--- src/rtl/feedthru_link_rx_if.sv ---
// Feedthrough link receive interface: narrow beat lane in, wide ready/valid word out.
// Signal-only bundle, no logic and no latency of its own.
// Backpressure uses out_ready only; the beat lane has no flow control.
// Optional parity lane is enabled by FEEDTHRU_PARITY_EN.
interface feedthru_link_rx_if #(
    parameter int DATA_W = 16,
    parameter int LANE_W = 4
);
    logic              link_valid;
    logic              link_sof;
    logic [LANE_W-1:0] link_data;
`ifdef FEEDTHRU_PARITY_EN
    logic              link_par;
`endif
    logic              out_valid;
    logic              out_ready;
    logic [DATA_W-1:0] out_data;

`ifdef FEEDTHRU_PARITY_EN
    // Link driver and word consumer side
    modport master (
        output link_valid, link_sof, link_data, link_par, out_ready,
        input  out_valid, out_data
    );
    // Receive endpoint side
    modport slave (
        input  link_valid, link_sof, link_data, link_par, out_ready,
        output out_valid, out_data
    );
`else
    // Link driver and word consumer side
    modport master (
        output link_valid, link_sof, link_data, out_ready,
        input  out_valid, out_data
    );
    // Receive endpoint side
    modport slave (
        input  link_valid, link_sof, link_data, out_ready,
        output out_valid, out_data
    );
`endif
endinterface

--- src/rtl/feedthru_link_rx.sv ---
// Reassembles LANE_W beats (LSB beat first, SOF on beat 0) into DATA_W words behind a 2-entry queue.
// Latency: out_valid rises the cycle after the last beat's clock edge when the queue was empty.
// Backpressure: out_ready stalls the queue only; a word completing into a full queue is dropped (err_overflow).
// Optional per-beat even parity checking is enabled by FEEDTHRU_PARITY_EN.
module feedthru_link_rx #(
    parameter int DATA_W = 16,
    parameter int LANE_W = 4,
    parameter int CNT_W  = 3
) (
    input  logic                clk_i,
    input  logic                reset_i,
    feedthru_link_rx_if.slave   lnk,
    input  logic                err_clear_i,
`ifdef FEEDTHRU_PARITY_EN
    output logic                err_parity_o,
`endif
    output logic                err_frame_o,
    output logic                err_overflow_o
);
    localparam int BEATS = DATA_W / LANE_W;

    typedef enum logic {IDLE, COLLECT} state_t;

    state_t             state_q;
    logic [CNT_W-1:0]   cnt_q;
    logic [DATA_W-1:0]  word_q;

    // Output queue: head_q is always what the consumer sees, tail_q the second entry.
    logic [DATA_W-1:0]  head_q, head_d;
    logic [DATA_W-1:0]  tail_q, tail_d;
    logic [1:0]         qcnt_q, qcnt_d;

    logic               err_frame_q, err_frame_d;
    logic               err_overflow_q, err_overflow_d;

    logic               is_last;
    logic               frame_evt;
    logic               frame_bad;
    logic               beat_par_err;
    logic               push_vld;
    logic               push_ok;
    logic               pop;
    logic               ovf_evt;
    logic [DATA_W-1:0]  done_word;

`ifdef FEEDTHRU_PARITY_EN
    logic               bad_q;
    logic               err_parity_q, err_parity_d;
    logic               par_evt;

    assign beat_par_err = (^lnk.link_data) ^ lnk.link_par;
    // The frame is bad if any earlier beat or the current beat failed parity.
    assign frame_bad    = bad_q | beat_par_err;
    assign par_evt      = is_last & frame_bad;
`else
    assign beat_par_err = 1'b0;
    assign frame_bad    = 1'b0;
`endif

    // A non-SOF beat in IDLE or an SOF beat mid-frame is a framing error.
    assign frame_evt = lnk.link_valid & (lnk.link_sof == (state_q == COLLECT));
    assign is_last   = (state_q == COLLECT) & lnk.link_valid & ~lnk.link_sof
                     & (cnt_q == CNT_W'(BEATS - 1));

    assign pop      = (qcnt_q != 2'd0) & lnk.out_ready;
    assign push_vld = is_last & ~frame_bad;
    // A full queue still accepts the word when the head leaves in the same cycle.
    assign push_ok  = push_vld & ((qcnt_q != 2'd2) | pop);
    assign ovf_evt  = push_vld & ~push_ok;

    // The completed word is the partial word with the final beat in the top slot.
    always_comb begin
        done_word = word_q;
        done_word[DATA_W-1 -: LANE_W] = lnk.link_data;
    end

    // Frame assembly FSM: tracks beat slot, accumulates beats, resyncs on every SOF.
    always_ff @(posedge clk_i) begin
        if (reset_i) begin
            state_q <= IDLE;
            cnt_q   <= '0;
            word_q  <= '0;
`ifdef FEEDTHRU_PARITY_EN
            bad_q   <= 1'b0;
`endif
        end else if (lnk.link_valid) begin
            if (lnk.link_sof) begin
                word_q  <= DATA_W'(lnk.link_data);
                cnt_q   <= CNT_W'(1);
                state_q <= COLLECT;
`ifdef FEEDTHRU_PARITY_EN
                bad_q   <= beat_par_err;
`endif
            end else if (state_q == COLLECT) begin
                word_q[cnt_q*LANE_W +: LANE_W] <= lnk.link_data;
`ifdef FEEDTHRU_PARITY_EN
                bad_q <= bad_q | beat_par_err;
`endif
                if (is_last) begin
                    cnt_q   <= '0;
                    state_q <= IDLE;
                end else begin
                    cnt_q   <= cnt_q + CNT_W'(1);
                end
            end
        end
    end

    // Queue next state: shift on pop, write into the first free slot on push.
    always_comb begin
        head_d = head_q;
        tail_d = tail_q;
        qcnt_d = qcnt_q;
        case ({push_ok, pop})
            2'b11: begin
                if (qcnt_q == 2'd1) begin
                    head_d = done_word;
                end else begin
                    head_d = tail_q;
                    tail_d = done_word;
                end
            end
            2'b01: begin
                head_d = tail_q;
                tail_d = '0;
                qcnt_d = qcnt_q - 2'd1;
            end
            2'b10: begin
                if (qcnt_q == 2'd0) begin
                    head_d = done_word;
                end else begin
                    tail_d = done_word;
                end
                qcnt_d = qcnt_q + 2'd1;
            end
            default: begin
            end
        endcase
    end

    // Queue storage and occupancy registers.
    always_ff @(posedge clk_i) begin
        if (reset_i) begin
            head_q <= '0;
            tail_q <= '0;
            qcnt_q <= '0;
        end else begin
            head_q <= head_d;
            tail_q <= tail_d;
            qcnt_q <= qcnt_d;
        end
    end

    // Sticky flags: an event in the same cycle as err_clear wins.
    always_comb begin
        err_frame_d    = (err_frame_q    & ~err_clear_i) | frame_evt;
        err_overflow_d = (err_overflow_q & ~err_clear_i) | ovf_evt;
`ifdef FEEDTHRU_PARITY_EN
        err_parity_d   = (err_parity_q   & ~err_clear_i) | par_evt;
`endif
    end

    // Sticky flag registers.
    always_ff @(posedge clk_i) begin
        if (reset_i) begin
            err_frame_q    <= 1'b0;
            err_overflow_q <= 1'b0;
`ifdef FEEDTHRU_PARITY_EN
            err_parity_q   <= 1'b0;
`endif
        end else begin
            err_frame_q    <= err_frame_d;
            err_overflow_q <= err_overflow_d;
`ifdef FEEDTHRU_PARITY_EN
            err_parity_q   <= err_parity_d;
`endif
        end
    end

    assign lnk.out_valid  = (qcnt_q != 2'd0);
    assign lnk.out_data   = head_q;
    assign err_frame_o    = err_frame_q;
    assign err_overflow_o = err_overflow_q;
`ifdef FEEDTHRU_PARITY_EN
    assign err_parity_o   = err_parity_q;
`endif

endmodule

--- src/flat_wrapper.sv ---
// flat-port wrapper written by rule: the top's interface ports become plain ports
module feedthru_link_rx_flat 
#(
    parameter int DATA_W = 16,
    parameter int LANE_W = 4,
    parameter int CNT_W  = 3
)
  (clk_i, reset_i, err_clear_i, err_frame_o, err_overflow_o, lnk_link_valid, lnk_link_sof, lnk_link_data, lnk_out_ready, lnk_out_valid, lnk_out_data);
  feedthru_link_rx_if #(.DATA_W(DATA_W), .LANE_W(LANE_W)) lnk_i ();
  input  logic clk_i;
  input  logic reset_i;
  input  logic err_clear_i;
  output logic err_frame_o;
  output logic err_overflow_o;
  input wire logic [$bits(lnk_i.link_valid)-1:0] lnk_link_valid;
  input wire logic [$bits(lnk_i.link_sof)-1:0] lnk_link_sof;
  input wire logic [$bits(lnk_i.link_data)-1:0] lnk_link_data;
  input wire logic [$bits(lnk_i.out_ready)-1:0] lnk_out_ready;
  output wire logic [$bits(lnk_i.out_valid)-1:0] lnk_out_valid;
  output wire logic [$bits(lnk_i.out_data)-1:0] lnk_out_data;
  assign lnk_i.link_valid = lnk_link_valid;
  assign lnk_i.link_sof = lnk_link_sof;
  assign lnk_i.link_data = lnk_link_data;
  assign lnk_i.out_ready = lnk_out_ready;
  assign lnk_out_valid = lnk_i.out_valid;
  assign lnk_out_data = lnk_i.out_data;
  feedthru_link_rx #(.DATA_W(DATA_W), .LANE_W(LANE_W), .CNT_W(CNT_W)) u_core (.clk_i(clk_i), .reset_i(reset_i), .lnk(lnk_i), .err_clear_i(err_clear_i), .err_frame_o(err_frame_o), .err_overflow_o(err_overflow_o));
endmodule
--- config.mk ---
export PLATFORM = sky130hd
export DESIGN_NAME = feedthru_link_rx_flat
export DESIGN_NICKNAME = d
export VERILOG_FILES = /design/src/rtl/feedthru_link_rx_if.sv /design/src/rtl/feedthru_link_rx.sv /design/src/flat_wrapper.sv
export SDC_FILE = /design/constraint.sdc
export NUM_CORES = 1
export LEC_CHECK = 0
export CAP_MARGIN = 30
export CORE_ASPECT_RATIO = 0.6
export CORE_MARGIN = 4
export CORE_UTILIZATION = 57
export DETAILED_ROUTE_END_ITERATION = 10
export PLACE_DENSITY = 0.76
export SETUP_SLACK_MARGIN = 0.15
export SLEW_MARGIN = 20
export SYNTH_ARGS = -nofsm -noshare
export SYNTH_HDL_FRONTEND = slang
export SYNTH_SLANG_ARGS = --single-unit
--- constraint.sdc ---
create_clock -name clk_i -period 2.2 [get_ports clk_i]
set_clock_uncertainty 0.1 [all_clocks]
set_input_delay 0.33 -clock clk_i [delete_from_list [all_inputs] [get_ports clk_i]]
set_output_delay 0.33 -clock clk_i [all_outputs]
set_load 0.02 [all_outputs]
## Yosys cells after proc, flatten, opt, wreduce, memory -nomap -nowiden

Index checks and enable logic that the tools add are counted.

| word-level totals | value |
|---|---|
| bits in registers | 56 |
| input bits | 10 |
| output and inout port bits | 19 |
| word-level logic and storage cells | 63 |

| cells by class | value |
|---|---|
| $add $sub $neg | 4 |
| equality and inequality tests | 10 |
| shifts and indexed selects | 2 |
| multiplexer cells | 16 |
| bitwise gates (word level) | 15 |
| reduce and logical (&&, ||, !) cells | 8 |

Operator list:

| cell | count |
|---|---|
| $mux 16 | 6 |
| $pmux 16 s3 | 2 |
| $neg 5->34 | 1 |
| $shift 4x34->16 const A | 1 |
| $shiftx 4x34->16 | 1 |
| $bwmux 16 | 1 |
| $and 1x1->1 | 9 |
| $mux 3 | 3 |
| $ne 2x2->1 const B | 3 |
| $reduce_bool 2->1 | 3 |
| $eq 2x1->1 const B | 2 |
| $eq 2x2->1 const B | 2 |
| $pmux 2 s2 | 1 |
| $reduce_and 2->1 | 2 |
| $add 3x1->3 const B | 1 |
| $eq 3x2->1 const B | 1 |
| $mux 1 | 3 |
| $not 1->1 | 3 |
| $or 1x1->1 | 3 |
| $reduce_and 3->1 | 1 |
| $reduce_bool 3->1 | 1 |
| $add 2x1->2 const B | 1 |
| $logic_not 2->1 | 1 |
| $ne 2x1->1 const B | 1 |
| 2 further kinds | 2 |

## Logic depth before layout (Yosys ltp)

| depth | value |
|---|---|
| depth after elaboration | 7 |
| mapped depth | 8 |
| depth with buffers taken out | 7 |

## Worst setup path after synthesis

No wires, ideal clock.

| path | value |
|---|---|
| kind | reg2reg |
| from | reg u_core.qcnt_q[0] |
| to | reg u_core.head_q[10] (netlist: u_core.lnk.out_data[10]) |
| library setup time | 88 ps |
| arrival | 1709 ps |
| data required time | 2012 ps |
| slack | 302 ps |
| cell stages (with the launch flop) | 8 |
| path buffers | 1 |
| clock period less this slack | 1898 ps |
| path through | dfxtp_1 > inv_1 > ha_1 > nand2b_1 > o41ai_4 > buf_6 > nor2_1 > a311oi_2 |

| on the way | value |
|---|---|
| longest elaborated chain between the ends | 7 |
| elaborated cells on any way between the ends | 15 |
| classes of those cells | eq/ne (6); mux (2); bitwise (3); reduce/logical (4) |

RTL lines:

| element | RTL line | text |
|---|---|---|
| start, declared | feedthru_link_rx.sv:31 | `logic [1:0] qcnt_q, qcnt_d;` |
| start signal, assigned | feedthru_link_rx.sv:150 | `qcnt_q <= qcnt_d;` |
| $reduce_bool 2->1 | feedthru_link_rx.sv:65 | `assign pop = (qcnt_q != 2'd0) & lnk.out_ready;` |
| $and 1x1->1 | feedthru_link_rx.sv:65 |  |
| $or 1x1->1 | feedthru_link_rx.sv:68 | `assign push_ok = push_vld & ((qcnt_q != 2'd2) \| pop);` |
| $and 1x1->1 | feedthru_link_rx.sv:68 |  |
| $eq 2x2->1 / $eq 2x1->1 (equally long branches) | feedthru_link_rx.sv:114 | `case ({push_ok, pop})` |
| $ne 2x1->1 (no source line) / $reduce_bool 3->1 (equally long branches) | -- |  |
| $reduce_and 2->1 (no source line) | -- |  |
| end signal, assigned | feedthru_link_rx.sv:144 | `head_q <= '0;` |
| end signal, assigned | feedthru_link_rx.sv:148 | `head_q <= head_d;` |
| end, declared | feedthru_link_rx.sv:29 | `logic [DATA_W-1:0] head_q, head_d;` |

Parallel ways exist; a longest one is shown, timed or not.
A chain may end at the register's enable or synchronous reset.

## Worst setup path in the final report

| path | value |
|---|---|
| from | reg u_core.qcnt_q[1] |
| to | reg u_core.head_q[12] (netlist: u_core.lnk.out_data[12]) |

The elaborated chain is that of the path after synthesis.

==> flow_metrics.py <==
metrics = {
    "floorplanning": {
        "coreArea_um2": 4755,
        "num_rows": 19,
        "pin_count": 29,
        "die-area_um2": 6378,
        "initial_core_util_pct": 61.50,
        "die_w_um": 100.5,
        "die_y_um": 63.48,
    },
    "timing": {
        "post-route-min-period_ns": 1.982,
        "hold_viol": 0,
        "tns_ns": 0,
        "fin_crit_sh_pct": 90.09,
        "slew_viol_final": 0,
        "finalSetupViolCount": 0,
        "max_freq_mhz": 504.5,
        "worst_pin_slew_ns": 0.3743,
        "rsz0062_at_grt": "no",
        "slew_headroom_pct": 74.96,
    },
    "power_and_ir_drop": {
        "power_frac_comb_pct": 49.0,
        "swShare_pct": 40.34,
        "p_seq_share_pct": 33.6,
        "power.density_nw_per_um2": 966.0,
        "p_leak_nw": 1.242,
        "clkPwrFrac_pct": 17.4,
        "intPower_w": 0.002004,
        "p_switching_w": 0.001355,
        "ir_worst_vdd_mv": 0.4742,
    },
    "setup_path": {
        "end_kind": "register",
        "critPathMaxFanout": 4,
        "critical_path.max_stage_delay_ns": 0.35,
        "crit_path_start_kind": "register",
        "critPathRequiredTime_ns": 2.33,
        "slowest_stage": "dfxtp_1",
        "r2r_start": "u_core.qcnt_q[1]$_SDFFE_PP0N_",
        "r2r_slack_ns": 0.22,
        "r2r_cells": 9,
        "path_class": "register to register",
        "timing.rr.end": "u_core.lnk.out_data[12]$_SDFFE_PP0P_",
        "crit_chain": "inv_2 > ha_2 > buf_4 > nand2b_4 > o41ai_4 > buf_4 > buf_2 > nor2_1 > a311oi_2",
        "cp_num_cells": 9,
        "arrival_ns": 2.11,
        "path_common_cell": "buf_4",
        "critPathBufInv": 4,
        "path_delay_family": "buffers and inverters",
    },
    "synth": {
        "async_flop_share_pct": 0,
        "yosysWarningCount": 0,
        "synth_common_cells": "52 x dfxtp_1, 37 x o21ai_0, 31 x nand2b_1",
        "avgSynthCellArea_um2": 9.109,
        "yosysTopAreaCell": "dfxtp_1",
        "synth_flop_cell": "dfxtp_1",
        "synth-seq-cells": 52,
        "synth_top_area_share_pct": 35.60,
        "syn_area_um2": 2924,
        "synth_edf_count": 0,
        "yosys-top-cells-area": "dfxtp_1 36%, nand2b_1 6.6%, o21ai_0 6.3%, mux2_2 6.2%, a311oi_2 5.1%",
        "synthMostInstantiatedCell": "dfxtp_1",
        "syn_nets": 338,
        "synth_seq_area_share_pct": 35.60,
        "syn_inst": 321,
        "synth_cell_types": 46,
    },
    "finish": {
        "seq_area_um2": 1044,
        "final_layout_size_suffix_gt1_share_pct": 22.41,
        "nets": 373,
        "area_growth_pct": 18.91,
        "fin_cells": 420,
        "antenna_cells": 0,
        "nFillCells": 366,
        "multi_input_area_um2": 1767,
    },
    "job": {
        "max_cap_viol_count": 0,
    },
    "min_path": {
        "min_path_type": "primary input to register",
        "hold_end": "u_core.cnt_q[0]$_SDFFE_PP0P_",
        "min-delay-start": "reset_i",
        "whs_path_depth": 2,
    },
    "clock_tree": {
        "clkSinkCount": 52,
        "clkLatencyLatePin_ns": 0.31,
        "root_buffer": "clkbuf_8",
        "clockBufferDepth": 2,
        "ctsHoldBuffers": 0,
        "cts_buffers": 5,
        "cts_tree": "built",
        "clk_pin_slew_ns": 0.09,
        "htreeDepth": 2,
    },
    "routing": {
        "drt-initial-drc-count": 211,
        "routed_via_density": 6.214,
        "vias": 2610,
        "drc": 0,
        "wl_per_cell_um": 17.85,
        "ant_nets": 0,
        "drt_pass1_iterations": 5,
        "drt_wl_total_um": 7499,
    },
    "place": {
        "portBuffers": 28,
        "dp_hpwl_um": 4948,
        "dp_cells": 409,
        "gp_congestion": 0.8146,
    },
    "grt": {
        "grt_pass1_vias": 2414,
        "grt_max_degree": 27,
        "gr-total-overflow": 0,
        "antenna_found_initial": 0,
        "grt_usage_pct": 24.30,
        "grt_pass1_wl_um": 12320,
    },
    "status": {
        "run_status": "completed",
    },
}
[per-layer routing]
layer  vias to the layer above  GRT usage (%)  part of all wire (%)
li1                       1242              -                     -
met1                      1273          35.69                    49
met2                        88          35.73                    44
met3                         7          5.402                   6.5
met4                         0          5.882                  0.84
met5                         -              0                     0
[layout make-up]
type	instances	share of cell area, %
Sequential cell	52	30.01
Multi-Input combinational cell	237	50.81
Clock buffer	6	2.375
Tap cell	63	2.267
Clock inverter	2	0.4318
Timing Repair Buffer	49	12.92
Inverter	11	1.187
[power groups by stage]
| stage | Combinational (W) | Sequential, W | Clock [W] |
|---|---|---|---|
| final | 0.00164 | 0.00113 | 0.000586 |
| after CTS | 0.00155 | 0.00112 | 0.000595 |
| after detailed placement | 0.00153 | 0.00115 | 0 |
| after global routing | 0.00178 | 0.00115 | 0.000636 |
| after global placement | 0.00150 | 0.00114 | 0 |
| after floorplan | 0.000941 | 0.00124 | 0 |
[worst max-delay path by stage]
stage	start	endpoint	slack [ns]
finish	u_core.qcnt_q[1]$_SDFFE_PP0N_	u_core.lnk.out_data[12]$_SDFFE_PP0P_	0.22
global placement	lnk_link_valid	u_core.tail_q[13]$_SDFFE_PP0P_	0.09
global route	u_core.qcnt_q[0]$_SDFFE_PP0N_	u_core.lnk.out_data[3]$_SDFFE_PP0P_	0.14
detailed placement	lnk_link_valid	u_core.lnk.out_data[1]$_SDFFE_PP0P_	0.05
floorplan	u_core.qcnt_q[0]$_SDFFE_PP0N_	u_core.lnk.out_data[10]$_SDFFE_PP0P_	0.30
CTS	u_core.cnt_q[0]$_SDFFE_PP0P_	u_core.tail_q[13]$_SDFFE_PP0P_	0.16
[logic make-up (layout without fill, tap and decap cells)]
kind of cell	Yosys count	after routing	synth area share (%)
AND/OR/NAND/NOR	112	112	22.77
multiplexers	28	28	10.27
adder cells (fa/ha/maj)	7	7	2.995
AO/OA/AOI/OAI	89	90	22.64
flip-flops	52	52	35.60
buffers and inverters	33	68	5.734
[cells in the final DEF, fill, tap and decap left out, drive strengths merged, types with 3 or more instances in the layout]
master and count:
inv 11, a21oi 11, dfxtp 52, o32ai 3
clkdlybuf4s50 26, nor2b 6, ha 7, nor2 24
nand2 8, nand3 18, o21ai 43, clkbuf 6
mux2i 12, a311oi 17, buf 22, nand4 11
mux2 16, a21o 4, nand2b 31, o31ai 4
nand3b 5
[stage by stage]
step	hold slack, ns	worst slack (ns)	instance area, um2	utilization [%]	total power [W]
global placement	0.3546	0.09043	3307	69.55	0.002640
CTS	0.2816	0.1646	3421	71.95	0.003267
floorplan	0.3496	0.3022	2924	-	0.002177
detailed placement	0.3631	0.04521	3307	69.55	0.002679
finish	0.2811	0.2180	3477	73.13	0.003359
global route	0.3047	0.1437	3477	73.13	0.003557
[flip-flops by register name (all words and copies together) (netlist names)]
signal                 flops
u_core.cnt_q               3
u_core.err_frame_o         1
u_core.err_overflow_o      1
u_core.lnk.out_data       16
u_core.qcnt_q              2
u_core.state_q             1
u_core.tail_q             16
u_core.word_q             12
[what timing repair did]
action | CTS | global route
setup buffers | 0 | 1
cloned | 1 | 1
pin swaps | 0 | 2
setup endpoints to repair | 10 | 43
gates resized for setup | 4 | 12
hold endpoints to repair | 0 | 0
Note: power is estimated with default switching activity, not from simulation.
